**src/rtl/multicycle_ctrl.sv**
```systemverilog
// Multicycle MIPS control unit: Moore FSM sequencing fetch/decode/execute/memory/writeback,
// with ready-handshaked memory, optional BNE/ANDI, illegal-opcode trap and retired counter.
//
// state    | meaning
// ---------+-------------------------------------------------------------
// FETCH    | read instruction at PC, PC+4 -> PC, wait on mem_ready
// DECODE   | register read, branch target PC+(SignImm<<2) -> ALUOut
// MEMADR   | A+SignImm -> ALUOut for LW/SW
// MEMRD    | read data memory at ALUOut, wait on mem_ready
// MEMWB    | memory data -> rt
// MEMWR    | write data memory at ALUOut, wait on mem_ready
// EXEC     | R-type ALU operation on A,B
// ALUWB    | ALU result -> rd
// BRANCH   | compare A,B; conditional PC load from ALUOut
// IMMEX    | ADDI/ANDI ALU operation on A,SignImm
// IMMWB    | ALU result -> rt
// JUMP     | jump target -> PC
// TRAP     | illegal opcode seen; all strobes off until reset

module multicycle_ctrl #(
   parameter int CNT_W   = 16,
   parameter bit EN_BNE  = 1'b1,
   parameter bit EN_ANDI = 1'b1
) (
   input  logic             clk,
   input  logic             reset,
   input  logic [5:0]       op,
   input  logic             mem_ready,
   output logic             memreq,
   output logic             iord,
   output logic             irwrite,
   output logic             pcwrite,
   output logic             branch,
   output logic             branch_ne,
   output logic [1:0]       pcsrc,
   output logic             alusrca,
   output logic [1:0]       alusrcb,
   output logic [1:0]       aluop,
   output logic             regdst,
   output logic             memtoreg,
   output logic             regwrite,
   output logic             memwrite,
   output logic             illegal,
   output logic [CNT_W-1:0] retired
);

   localparam logic [5:0] OP_RTYPE = 6'b000000;
   localparam logic [5:0] OP_J     = 6'b000010;
   localparam logic [5:0] OP_BEQ   = 6'b000100;
   localparam logic [5:0] OP_BNE   = 6'b000101;
   localparam logic [5:0] OP_ADDI  = 6'b001000;
   localparam logic [5:0] OP_ANDI  = 6'b001100;
   localparam logic [5:0] OP_LW    = 6'b100011;
   localparam logic [5:0] OP_SW    = 6'b101011;

   localparam logic [CNT_W-1:0] CNT_MAX = {CNT_W{1'b1}};
   localparam logic [CNT_W-1:0] CNT_ONE = {{(CNT_W-1){1'b0}}, 1'b1};

   typedef enum logic [3:0] {
      S_FETCH,
      S_DECODE,
      S_MEMADR,
      S_MEMRD,
      S_MEMWB,
      S_MEMWR,
      S_EXEC,
      S_ALUWB,
      S_BRANCH,
      S_IMMEX,
      S_IMMWB,
      S_JUMP,
      S_TRAP
   } state_t;

   state_t           state_q, state_d;
   logic [CNT_W-1:0] retired_q, retired_d;
   logic             illegal_q, illegal_d;
   logic             retire;

   always_ff @(posedge clk) begin
      if (reset) begin
         state_q   <= S_FETCH;
         retired_q <= '0;
         illegal_q <= 1'b0;
      end else begin
         state_q   <= state_d;
         retired_q <= retired_d;
         illegal_q <= illegal_d;
      end
   end

   always_comb begin
      state_d   = state_q;
      retire    = 1'b0;
      memreq    = 1'b0;
      iord      = 1'b0;
      irwrite   = 1'b0;
      pcwrite   = 1'b0;
      branch    = 1'b0;
      branch_ne = 1'b0;
      pcsrc     = 2'b00;
      alusrca   = 1'b0;
      alusrcb   = 2'b00;
      aluop     = 2'b00;
      regdst    = 1'b0;
      memtoreg  = 1'b0;
      regwrite  = 1'b0;
      memwrite  = 1'b0;

      case (state_q)
         S_FETCH: begin
            memreq  = 1'b1;
            alusrcb = 2'b01;
            irwrite = mem_ready;
            pcwrite = mem_ready;
            if (mem_ready) state_d = S_DECODE;
         end
         S_DECODE: begin
            alusrcb = 2'b11;
            case (op)
               OP_LW, OP_SW: state_d = S_MEMADR;
               OP_RTYPE:     state_d = S_EXEC;
               OP_BEQ:       state_d = S_BRANCH;
               OP_BNE:       state_d = EN_BNE ? S_BRANCH : S_TRAP;
               OP_ADDI:      state_d = S_IMMEX;
               OP_ANDI:      state_d = EN_ANDI ? S_IMMEX : S_TRAP;
               OP_J:         state_d = S_JUMP;
               default:      state_d = S_TRAP;
            endcase
         end
         S_MEMADR: begin
            alusrca = 1'b1;
            alusrcb = 2'b10;
            state_d = (op == OP_SW) ? S_MEMWR : S_MEMRD;
         end
         S_MEMRD: begin
            memreq = 1'b1;
            iord   = 1'b1;
            if (mem_ready) state_d = S_MEMWB;
         end
         S_MEMWB: begin
            regwrite = 1'b1;
            memtoreg = 1'b1;
            retire   = 1'b1;
            state_d  = S_FETCH;
         end
         S_MEMWR: begin
            memreq   = 1'b1;
            iord     = 1'b1;
            memwrite = mem_ready;
            if (mem_ready) begin
               retire  = 1'b1;
               state_d = S_FETCH;
            end
         end
         S_EXEC: begin
            alusrca = 1'b1;
            aluop   = 2'b10;
            state_d = S_ALUWB;
         end
         S_ALUWB: begin
            regwrite = 1'b1;
            regdst   = 1'b1;
            retire   = 1'b1;
            state_d  = S_FETCH;
         end
         S_BRANCH: begin
            alusrca   = 1'b1;
            aluop     = 2'b01;
            pcsrc     = 2'b01;
            branch    = (op == OP_BEQ);
            branch_ne = EN_BNE && (op == OP_BNE);
            retire    = 1'b1;
            state_d   = S_FETCH;
         end
         S_IMMEX: begin
            alusrca = 1'b1;
            alusrcb = 2'b10;
            aluop   = (EN_ANDI && (op == OP_ANDI)) ? 2'b11 : 2'b00;
            state_d = S_IMMWB;
         end
         S_IMMWB: begin
            regwrite = 1'b1;
            retire   = 1'b1;
            state_d  = S_FETCH;
         end
         S_JUMP: begin
            pcwrite = 1'b1;
            pcsrc   = 2'b10;
            retire  = 1'b1;
            state_d = S_FETCH;
         end
         S_TRAP: state_d = S_TRAP;
         default: state_d = S_FETCH;
      endcase

      // a pending reset edge must not be preceded by any write strobe
      if (reset) begin
         memreq    = 1'b0;
         irwrite   = 1'b0;
         pcwrite   = 1'b0;
         branch    = 1'b0;
         branch_ne = 1'b0;
         regwrite  = 1'b0;
         memwrite  = 1'b0;
      end
   end

   always_comb begin
      retired_d = retired_q;
      if (retire && (retired_q != CNT_MAX)) retired_d = retired_q + CNT_ONE;
      illegal_d = illegal_q | (state_d == S_TRAP);
   end

   assign retired = retired_q;
   assign illegal = illegal_q;

endmodule

```
**config.mk**
```make
export PLATFORM = sky130hd
export DESIGN_NAME = multicycle_ctrl
export DESIGN_NICKNAME = d
export VERILOG_FILES = /design/src/rtl/multicycle_ctrl.sv
export SDC_FILE = /design/constraint.sdc
export NUM_CORES = 1
export LEC_CHECK = 0
export BUFFER_PORTS_ARGS = -buffer_cell sky130_fd_sc_hd__buf_2
export CAP_MARGIN = 0
export CORE_ASPECT_RATIO = 1.1
export CORE_MARGIN = 8
export CORE_UTILIZATION = 45
export DETAILED_ROUTE_END_ITERATION = 8
export MAX_ROUTING_LAYER = met4
export PLACE_DENSITY = 0.79
export SLEW_MARGIN = 20
export SYNTH_ARGS = -nofsm -noshare
export SYNTH_HDL_FRONTEND = slang
export SYNTH_SLANG_ARGS = --single-unit
```
**constraint.sdc**
```tcl
create_clock -name clk -period 2.4 [get_ports clk]
set_input_delay 0.36 -clock clk [delete_from_list [all_inputs] [get_ports clk]]
set_output_delay 0.36 -clock clk [all_outputs]
set_load 0.005 [all_outputs]
```
Yosys cells after proc, flatten, opt, wreduce, memory -nomap -nowiden
Cells that the tools add are included.
- flip-flop bits (word level): 21
- bits of input ports: 9
- output and inout port bits: 34
- word-level logic and storage cells: 68
- add/subtract/negate cells: 1
- equality and inequality tests: 21
- muxes and demuxes: 30
- bitwise gates (word level): 1
- reduce and logical (&&, ||, !) cells: 12
- operators with widths (cell ; number):
    $pmux 4 s8 ; 1
    $eq 4x4->1 const B ; 6
    $pmux 4 s5 ; 1
    $mux 1 ; 18
    $add 16x1->16 const B ; 1
    $eq 4x3->1 const B ; 4
    $ne 16x16->1 const B ; 1
    $eq 6x3->1 const B ; 2
    $eq 6x4->1 const B ; 2
    $eq 6x6->1 const B ; 2
    $mux 4 ; 3
    $pmux 2 s3 ; 2
    $reduce_or 2->1 ; 5
    $eq 4x2->1 const B ; 2
    $eq 6x2->1 const B ; 1
    $logic_not 6->1 ; 1
    $reduce_or 3->1 ; 2
    $reduce_or 5->1 ; 1
    $eq 4x1->1 const B ; 1
    $logic_not 4->1 ; 1
    $pmux 1 s2 ; 2
    $pmux 2 s2 ; 1
    $reduce_or 4->1 ; 1
    $mux 3 ; 1
    3 further kinds ; 3

Logic depth before layout (Yosys ltp)
- depth in word-level cells: 6
- depth in mapped cells: 7
- mapped depth without buffers: 5

Worst setup path before layout
No wires, ideal clock.
- path kind: register to output
- start point: register state_q[3]
- end point: output branch
- arrival: 1.416 ns
- required time: 2.040 ns
- setup slack: 0.624 ns
- cell stages (with the launch flop): 7
- buffers on the path: 2
- path through: dfxtp_1 buf_2 buf_2 nand2_1 nor3_1 nand4_1 nor2_1
- cells in the longest elaborated chain, start to end: 3
- RTL lines (element ; RTL line ; RTL):
    start: declaration ; 75 ; state_t state_q, state_d;
    start signal: assignment ; 86 ; state_q <= state_d;
    $eq 4x4->1 ; 110 ; case (state_q)
    $mux 1 ; 110 ;
    $mux 1 ; 198 ; if (reset) begin
    end: declaration ; 33 ; output logic branch,
No other way between the ends.

Final worst setup path
- start point: register state_q[3]
- end point: output regwrite
- cells in the longest elaborated chain, start to end: 4
- elaborated cells on any way between the ends: 6
- classes of those cells: eq/ne (3); mux (2); reduce/logical (1)
- RTL lines (element ; RTL line ; RTL):
    $eq 4x4->1 or $eq 4x3->1 (tied branches) ; 110 ;
    $reduce_or 3->1 (no source line) * ; -- ;
    $mux 1 * ; 110 ;
    $mux 1 * ; 198 ;
    end: declaration ; 41 ; output logic regwrite,
Every way passes the cells marked *; elsewhere a longest branch is shown, timed or not.

==> impl_metrics.ini <==
[status]
status = finished, final reports clean

[cells_and_area]
fill_cells = 345
diodes = 0
fin_area_sq_um = 1870
drive_above_1_share_pct = 25.1
seq_area_sq_um = 420
area_growth_pct = 18.9
multi_input_area_sq_um = 1070
layout.nets = 258

[power_and_ir_drop]
power_mw = 0.721
p_leak_nw = 0.731
p_per_area_nw_per_um2 = 385
vdd_drop_max_mv = 0.176

[floorplan]
die_x_um = 72.4
core_area_sq_um = 3360
io_pins = 43
start_util_pct = 46.9
die_h_um = 78.1
std_cell_rows = 22
die-area_sq_um = 5660

[yosys]
syn_area_per_cell_sq_um = 7.65
synth_top_family_by_area = simple AND/OR/NAND/NOR gates
async_reset_ff_share_pct = 0
synth-compound-area-share_pct = 25.7
synth_area_sq_um = 1580
synth_seq_cells = 21
synthSimpleGateAreaFrac_pct = 38.5
ys_warn_count = 0
ys.flop_type = dfxtp_1
seq_area_frac_synth_pct = 26.7
ys_top_cells_by_count = nor2_1 (22), dfxtp_1 (21), a21oi_1 (19)
syn_inst = 206
synth_xor_area_share_pct = 0.556
synth_largest_area_cell = dfxtp_1
yosys.cell_count.top_type = nor2_1
syn-num-nets = 216
yosysUniqueCellTypes = 51
synth_edf_count = 0
synthTopCellsByArea = dfxtp_1 (27%), a21oi_1 (6.0%), nor2_1 (5.2%)
synthMuxAreaShare_pct = 2.06
synth_fa_ha_area_share_pct = 0.794
synth_top_area_share_pct = 26.7

[worst_setup_path]
arrival_ns = 1.89
start_kind = flop
cp.required_ns = 2.04
end_kind = primary output
crit_type = reg -> out
crit_fanout = 13

[sta]
rsz0062_at_grt = false
maxSlewViolCount = 0
setup_viol = 0
finalSetupTns_ns = 0
timing.fmax_mhz = 445
max_slew_margin_pct = 69.0
fin_crit_sh_pct = 93.7
period_minus_slack_ns = 2.25
fin_hold_ws_ns = 0.364
clock_skew_ns = 0.0101
worst_pin_slew_ns = 0.464
hold_violations = 0

[route]
wl_per_cell_um = 14.4
drt_pre_antenna_iters = 4
drtIter0Drc = 130
via_per_inst = 5.83
wl_um = 4240
vias = 1719
drcViolationCount = 0
ant_nets = 0

[cts]
cts.htree.levels = 1
cts.path.max_buffers = 2
cts.sinks = 21
cts.repair.resized = 0
holdBufCountCts = 0
cts_root_buffer = clkbuf_4
clock_latency_ns = 0.32
clk_pin_slew_ns = 0.13
cts_tree = built
cts_setup_buffers = 0
numCtsBuffers = 3

[global_routing]
grtUsageTotal_pct = 15.4
grt_max_degree = 25
grt_pass1_wl_um = 7180
antenna_found_initial = 0
grt_pass1_vias = 1619
grt.overflow.total = 0

[place]
gp_congestion = 0.915
port_buffers = 42
dp_hpwl_um = 3200
place_area_sq_um = 1850

[job]
maxCapViolCount = 0

[worst_hold_path]
hp-class = in -> reg
## sequential cells by signal, summed over array words and instances, names as in the netlist
register and flops:
illegal 1, state_q 4, retired 16
## layout by cell type, fill, tap and decap left out, types with 3 or more instances in the layout
master	netlist	final
buf_2	6	42
nor2_1	22	22
dfxtp_1	21	21
a21oi_1	19	19
nand2_1	14	14
nor3_1	11	11
nor2b_1	8	8
inv_1	8	8
or4_1	8	8
o21ai_0	8	8
buf_4	1	8
o31ai_1	7	7
nand2b_1	5	5
or3_1	5	5
nand4_1	4	4
o41ai_1	4	4
nand3_1	3	3
nor3b_1	3	3
and3_1	3	3
nor4_1	3	3
clkbuf_4	0	3
## cell families (layout without fill, tap and decap cells)
| group | Yosys count | in the layout |
|---|---|---|
| xor gates and xnor gates | 1 | 1 |
| DFF | 21 | 21 |
| buffers and inverters | 21 | 62 |
| adders and majority gates | 1 | 1 |
| muxes | 3 | 3 |
| and+or+nand+nor | 101 | 101 |
| AOI/OAI and AO/OA | 58 | 58 |
## worst paths after layout
path                                             from                 endpoint  slack (ns)  cells past startpoint
worst max register to register  state_q[0]$_SDFF_PP0_  retired[4]$_SDFFE_PP0P_        0.42                      6
worst max-delay path            state_q[3]$_SDFF_PP0_                 regwrite        0.15                      6
worst min-delay path                            reset       illegal$_SDFF_PP0_        0.36                      3
worst min register to register     illegal$_SDFF_PP0_       illegal$_SDFF_PP0_        0.49                      1
## metal layers
metal  part of all wire [%]  up-vias  global-route usage (%)
li1                       -      871                       -
met1                     44      782                    18.3
met2                     48       61                    24.8
met3                    5.7        5                    2.41
met4                    1.6        0                    7.62
met5                      0        -                       -
## cell type report
class / count / area share [%]
inverter: 8 / 1.60
multi-input combinational: 164 / 56.9
timing repair buffer: 50 / 14.4
clock buffer: 3 / 1.20
clock inverter: 1 / 0.267
sequential: 21 / 22.4
tap: 48 / 3.20
## power by group
part	total, mW	internal [mW]	leakage [nW]	switching [mW]
combinational	0.167	0.0701	0.543	0.0971
sequential	0.373	0.356	0.170	0.0167
clock	0.181	0.0625	0.0177	0.118
## stage by stage
step                std cells  worst slack (ns)  utilization (%)
global placement          291             0.524             55.0
floorplan                 206             0.624                -
CTS                       295             0.151             55.8
global route              295            0.0231             55.8
detailed placement        291             0.464             55.0
finish                    295             0.151             55.8
## critical path, cell delays in order, from the launching register on
cell and delay [ns]:
dfxtp_1 0.61, buf_4 0.26, nand2b_1 0.24, mux2i_1 0.12, a21oi_1 0.16, nor2_1 0.05
buf_2 0.13
No activity file was read; power rests on OpenSTA's default activity.
